### config.mk
export PLATFORM = sky130hd
export DESIGN_NAME = rr_select_arbiter
export DESIGN_NICKNAME = d
export VERILOG_FILES = /design/src/rtl/rr_select_arbiter.sv
export SDC_FILE = /design/constraint.sdc
export NUM_CORES = 1
export LEC_CHECK = 0
export ABC_CLOCK_PERIOD_IN_PS = 2400
export CORE_MARGIN = 3
export CORE_UTILIZATION = 45
export CTS_BUF_LIST = sky130_fd_sc_hd__clkbuf_8
export DETAILED_ROUTE_END_ITERATION = 10
export GPL_TIMING_DRIVEN = 1
export HOLD_SLACK_MARGIN = 0.12
export PLACE_DENSITY = 0.69
export SYNTH_ARGS = -nofsm -noshare
export SYNTH_HDL_FRONTEND = slang
export SYNTH_SLANG_ARGS = --single-unit
### constraint.sdc
create_clock -name clk -period 2.4 [get_ports clk]
set_clock_uncertainty 0.1 [all_clocks]
set_input_delay 0.24 -clock clk [delete_from_list [all_inputs] [get_ports clk]]
set_output_delay 0.24 -clock clk [all_outputs]
set_load 0.01 [all_outputs]
### src/rtl/rr_select_arbiter.sv
// Four-source round-robin arbiter driving a 4:1 data-selector index, with burst
// limiting and a valid/ready handshake. Optional `RR_ARB_LOCK_EN adds a lock input.
module rr_select_arbiter #(
    parameter int HOLD_MAX = 4
) (
    input  logic       clk,
    input  logic       reset,
`ifdef RR_ARB_LOCK_EN
    input  logic       lock,
`endif
    input  logic [3:0] req,
    input  logic       ready,
    output logic [1:0] select,
    output logic [3:0] grant,
    output logic       valid,
    output logic       last,
    output logic       state_dbg
);

    // Handshake: a beat transfers on every cycle where valid && ready; valid
    // holds with select fixed while ready is low, and select only changes when
    // a grant starts.

    typedef enum logic {IDLE = 1'b0, GRANT = 1'b1} state_t;

    localparam logic [7:0] BEAT_MAX = 8'(HOLD_MAX - 1);

    state_t     state, state_n;
    logic [1:0] ptr, ptr_n;
    logic [1:0] select_n;
    logic [3:0] grant_n;
    logic [7:0] beat, beat_n;
    logic [1:0] win_idx;
    logic [1:0] idx;
    logic       lock_act;
    logic       xfer;

`ifdef RR_ARB_LOCK_EN
    assign lock_act = lock;
`else
    assign lock_act = 1'b0;
`endif

    assign state_dbg = (state == GRANT);
    assign valid     = (state == GRANT) && req[select];
    assign last      = valid && !lock_act && (beat == BEAT_MAX);
    assign xfer      = valid && ready;

    // Scan from the highest offset down so the lowest offset from ptr wins.
    always_comb begin
        win_idx = ptr;
        idx     = ptr;
        for (int k = 3; k >= 0; k--) begin
            idx = ptr + 2'(k);
            if (req[idx]) win_idx = idx;
        end
    end

    always_comb begin
        state_n  = state;
        ptr_n    = ptr;
        select_n = select;
        grant_n  = grant;
        beat_n   = beat;
        case (state)
            IDLE: begin
                if (req != 4'b0000) begin
                    state_n  = GRANT;
                    select_n = win_idx;
                    grant_n  = 4'b0001 << win_idx;
                    beat_n   = 8'd0;
                end
            end
            GRANT: begin
                if (!req[select] || (xfer && last)) begin
                    state_n = IDLE;
                    ptr_n   = select + 2'd1;
                    grant_n = 4'b0000;
                    beat_n  = 8'd0;
                end else if (xfer && (beat != BEAT_MAX)) begin
                    // Under lock the counter parks at BEAT_MAX so the first
                    // transfer after lock drops is the releasing one.
                    beat_n = beat + 8'd1;
                end
            end
            default: state_n = IDLE;
        endcase
    end

    always_ff @(posedge clk) begin
        if (reset) begin
            state  <= IDLE;
            ptr    <= 2'd0;
            select <= 2'd0;
            grant  <= 4'b0000;
            beat   <= 8'd0;
        end else begin
            state  <= state_n;
            ptr    <= ptr_n;
            select <= select_n;
            grant  <= grant_n;
            beat   <= beat_n;
        end
    end

endmodule

## After elaboration in Yosys (flattened, before gate mapping)

Cells that the tools add are included.

| word-level totals | value |
|---|---|
| register bits after elaboration | 17 |
| latch bits | 0 |
| memory bits (writable) | 0 |
| memory bits (read-only) | 0 |
| word-level logic and storage cells | 58 |
| memories | 0 |

| operators by class | value |
|---|---|
| $add $sub $neg | 5 |
| multiply operators | 0 |
| divide/modulo/power cells | 0 |
| $lt $le $gt $ge | 5 |
| equal/unequal tests | 5 |
| shift-type cells | 1 |
| mux-type cells | 24 |
| bitwise operators | 1 |
| reduce and logical (&&, ||, !) cells | 12 |

Operators with widths:

| kind | count |
|---|---|
| $mux W8 | 3 |
| $pmux W8 S2 | 1 |
| $lt A2 B3 Y1 const B | 5 |
| $bmux W1 S2 | 5 |
| $add A8 B1 Y8 const B | 1 |
| $eq A8 B2 Y1 const B | 1 |
| $mux W2 | 4 |
| $mux W4 | 2 |
| $ne A8 B2 Y1 const B | 1 |
| $pmux W4 S2 | 1 |
| $reduce_and A2 Y1 | 4 |
| $mux W1 | 7 |
| $logic_and A1 B1 Y1 | 5 |
| $add A2 B1 Y2 const B | 2 |
| $add A2 B2 Y2 const B | 2 |
| $reduce_bool A4 Y1 | 1 |
| $shl A1 B2 Y4 const A | 1 |
| $ne A3 B1 Y1 const B | 1 |
| $ne A2 B1 Y1 const B | 1 |
| $ne A2 B2 Y1 const B | 1 |
| $pmux W1 S2 | 1 |
| $logic_not A1 Y1 | 1 |
| $logic_or A1 B1 Y1 | 1 |
| $not A1 Y1 | 1 |

## Longest topological paths before layout

Gate-level depths: netlist of run 1.

| logic depth | value |
|---|---|
| depth after elaboration | 10 |
| mapped depth | 6 |

## Worst setup path after synthesis of run 1

OpenSTA, ideal clock, no wires.

| path | value |
|---|---|
| path type | register to output |
| start | register beat[0] |
| end | output port last |
| arrival | 1728 ps |
| slack | 332 ps |
| cell stages (with the launch flop) | 5 |
| cell sequence | dfxtp_1 > ha_1 > or4b_4 > or4_2 > nor2_1 |

| between the ends | value |
|---|---|
| word-level cells in the longest chain between the ends | 2 |

RTL lines:

| what | RTL line | text |
|---|---|---|
| from (decl) | 32 | `logic [7:0] beat, beat_n;` |
| from (signal assigned) | 102 | `beat <= beat_n;` |
| $eq A8 B2 Y1 | 46 | `assign last = valid && !lock_act && (beat == BEAT_MAX);` |
| $logic_and A1 B1 Y1 | 46 |  |
| to (decl) | 16 | `output logic last,` |

No other way between the ends.

## Worst setup path in the final report of run 1

| path | value |
|---|---|
| start | register select[0] |
| end | output port valid |

| between the ends | value |
|---|---|
| word-level cells in the longest chain between the ends | 3 |

RTL lines:

| what | RTL line | text |
|---|---|---|
| from (decl) | 13 | `output logic [1:0] select,` |
| from (signal assigned) | 100 | `select <= select_n;` |
| $bmux W1 S2 | 45 | `assign valid = (state == GRANT) && req[select];` |
| $mux W1 (implied by the code) | 45 |  |
| $logic_and A1 B1 Y1 | 45 |  |
| to (decl) | 15 | `output logic valid,` |

No other way between the ends. The select of a mux whose other input is x is not followed.

==> impl_metrics.csv, run 1 <==
group,metric,value,unit
critical_path,criticalPathCategory,"register to output pin",
clock_tree,root_buffer,"clkbuf_8",
floorplanning,core-area,2000,µm²
grt,grt_usage,0.191,
layout,drive_gt1_frac,0.216,
hold_path,hold_path_startpoint,"grant[0]",
layout,diodes,0,
route,wl,2220,µm
placed_design,place.gp.congestion,0.838,
pwr,p_leak,0.465,nW
critical_path,r2r_slack,0.23,ns
sta,hold_viol,0,
clock_tree,ctsLongestPathBuffers,2,
clock_tree,cts_buffers,3,
floorplanning,die_h,52.3,µm
floorplanning,num_rows,16,
synthesis,yosysUniqueCellTypes,39,
route,drtAntennaViolNets,0,
critical_path,cp_data_required_time,2.06,ns
floorplanning,start_util,0.482,
layout,syn2layout_area_growth,30.5,%
sta,slew_viol_final,0,
pwr,peakVddDrop,0.433,mV
critical_path,path_max_fanout,6,
grt,grt_pass1_wl,3790,µm
clock_tree,path_clk_slew,0.06,ns
critical_path,crit_arrival,1.90,ns
pwr,power.total,0.000655,W
synthesis,syn_nets,121,
sta,setup_viol,0,
synthesis,yosys_warnings,0,
critical_path,crit_start,"select[0]",
layout,nNetsFinal,148,
grt,grt_max_degree,12,
hold_path,min_path_type,"register to register",
sta,relSlewSlack,0.559,
placed_design,hpwl,1650,µm
synthesis,synthCells,113,
placed_design,place_area,1210,µm²
sta,worstMarginPinSlew,0.661,ns
floorplanning,ios,16,
sta,finalWorstPathRequiredPeriod,2.24,ns
clock_tree,cts_tree,"built",
route,drt-wirelength-per-cell,13.4,µm
layout,n_fill_cell,172,
clock_tree,clk_latency,0.26,ns
route,remaining_drc_errors,0,
placed_design,dp_slack,-0.0811,ns
pwr,pwr_density_cell,520,nW/µm²
grt,overflow,0,
route,firstDrtPassIters,4,
floorplanning,fp.dieW,52.3,µm
synthesis,syn_area,965,µm²
critical_path,crit_path_end_kind,"output pin",
grt,grt_pass1_vias,808,
route,viasPerCell,5.29,
sta,hold_ws,0.362,ns
synthesis,synth_seq_area_share,0.353,
clock_tree,h-tree-depth,1,
placed_design,io_buffers,15,
clock_tree,clkSinkCount,17,
sta,timing.final.ws_setup,0.157,ns
critical_path,r2r-start,"beat[0]",
grt,antenna_found_initial,0,
floorplanning,die_area,2740,µm²
layout,stdcell_area,1260,µm²
route,initialDrtViolationCount,24,
synthesis,synth-seq-cells,17,
sta,period_share,0.935,
critical_path,cp-start-kind,"register",
route,vias,878,
synthesis,syn_avg_cell_area,8.54,µm²
outcome,status,"completed",
sta,fmax,446,MHz
run,cap_violations,0,
-- critical path, stage by stage, from the launching register on --
cell,delay [ns]
dfxtp_1,0.47
mux2i_1,0.34
o22a_1,0.30
inv_1,0.07
clkdlybuf4s50_1,0.47
-- through the flow --
stage	TNS, ns	utilization	cells
detailed placement	-0.0811	0.604	162
global route	-0.00361	0.629	166
floorplan	0	-	113
global placement	-0.0466	0.604	162
CTS	0	0.626	166
finish	0	0.629	166
-- layout by cell type (no fill, tap or decap), types with 2 or more instances in the layout --
cell / instances
a21oi_1: 8
a221oi_1: 2
a22oi_1: 2
buf_4: 11
clkbuf_8: 3
clkdlybuf4s50_1: 14
dfxtp_1: 15
dfxtp_2: 2
inv_1: 5
mux2_2: 2
mux2i_1: 3
nand2_1: 6
nand2b_1: 8
nand3_1: 3
nand4_1: 2
nor2_1: 14
nor2_2: 2
nor3_1: 5
nor3b_1: 2
o21ai_0: 2
o22ai_1: 2
xnor2_1: 7
-- final timing paths --
kind	to	depth (start not counted)
worst min register to register	grant[0]	2
worst max register to register	ptr[0]	8
worst max-delay path	valid	4
worst min-delay path	grant[0]	2
-- registers in the layout, summed over array words and instances (netlist names) --
signal / flops
beat: 8
grant: 4
ptr: 2
select: 2
state_dbg: 1
-- per-layer routing --
layer  GRT usage  share of wire
met5           0              0
met2       0.271           0.43
met3      0.0484          0.041
met4       0.115          0.024
met1       0.257           0.50
-- Yosys cell counts (all sizes together) --
| master | number | area share |
|---|---|---|
| nor2b | 1 | 0.0065 |
| ha | 1 | 0.013 |
| or2 | 1 | 0.0065 |
| clkbuf | 3 | 0.013 |
| nor3 | 5 | 0.026 |
| nand4 | 2 | 0.013 |
| inv | 4 | 0.016 |
| nor2 | 16 | 0.065 |
| a31oi | 1 | 0.0065 |
| o21ai | 3 | 0.019 |
| nand3 | 3 | 0.016 |
| o22ai | 2 | 0.013 |
| dfxtp | 17 | 0.35 |
| or2b | 1 | 0.0091 |
| nand2b | 8 | 0.052 |
| nor4 | 1 | 0.022 |
| nor4b | 1 | 0.0091 |
| nand3b | 1 | 0.0078 |
| a221oi | 2 | 0.018 |
| xnor2 | 7 | 0.064 |
| o21bai | 1 | 0.0078 |
| o22a | 1 | 0.0091 |
| or4b | 1 | 0.014 |
| or4 | 2 | 0.017 |
| nor3b | 2 | 0.016 |
| o221a | 1 | 0.012 |
| xor2 | 1 | 0.0091 |
| and2 | 1 | 0.0065 |
| o32ai | 1 | 0.017 |
| mux2i | 3 | 0.031 |
| nand2 | 6 | 0.023 |
| a21oi | 8 | 0.042 |
| dlygate4sd3 | 1 | 0.010 |
| mux2 | 2 | 0.023 |
| a22oi | 2 | 0.016 |
-- where the power goes --
group | switching, W | internal (W)
logic | 0.0000637 | 0.0000685
registers | 0.0000150 | 0.000295
clock network | 0.0000985 | 0.000114
total | 0.000177 | 0.000477
-- layout make-up --
cell class,count,area (µm²),area share
clock buffers,3,41.3,0.0328
clock inverters,1,3.75,0.00298
inverters,4,15.0,0.0119
multi-input cells,88,594,0.472
flip-flops and latches,17,343,0.272
well taps,27,33.8,0.0268
repair buffers,26,228,0.181
-- what timing repair did --
item,in CTS,in global routing
hold buffers,0,0
endpoints found under the setup margin,1,1
resized for setup,6,3
buffers inserted,0,0
pin swaps,0,1
-- cell families after synthesis --
kind of cell,after synthesis,share of synthesized area
AO/OA/AOI/OAI,22,0.160
XOR/XNOR,8,0.0726
adder cells (fa/ha/maj),1,0.0130
buffers and inverters,8,0.0389
flip-flops,17,0.353
multiplexers,5,0.0545
AND/OR/NAND/NOR,52,0.309
(Power assumes the default switching activity.)
==> inputs of run 2 (changes only) <==
--- a/config.mk
+++ b/config.mk
@@ -13,6 +13,7 @@
 export GPL_TIMING_DRIVEN = 1
 export HOLD_SLACK_MARGIN = 0.12
 export PLACE_DENSITY = 0.69
+export SETUP_SLACK_MARGIN = 0.02
 export SYNTH_ARGS = -nofsm -noshare
 export SYNTH_HDL_FRONTEND = slang
 export SYNTH_SLANG_ARGS = --single-unit
==> results of run 2 <==
Same layout as run 1 (identical final DEF). Status: completed.
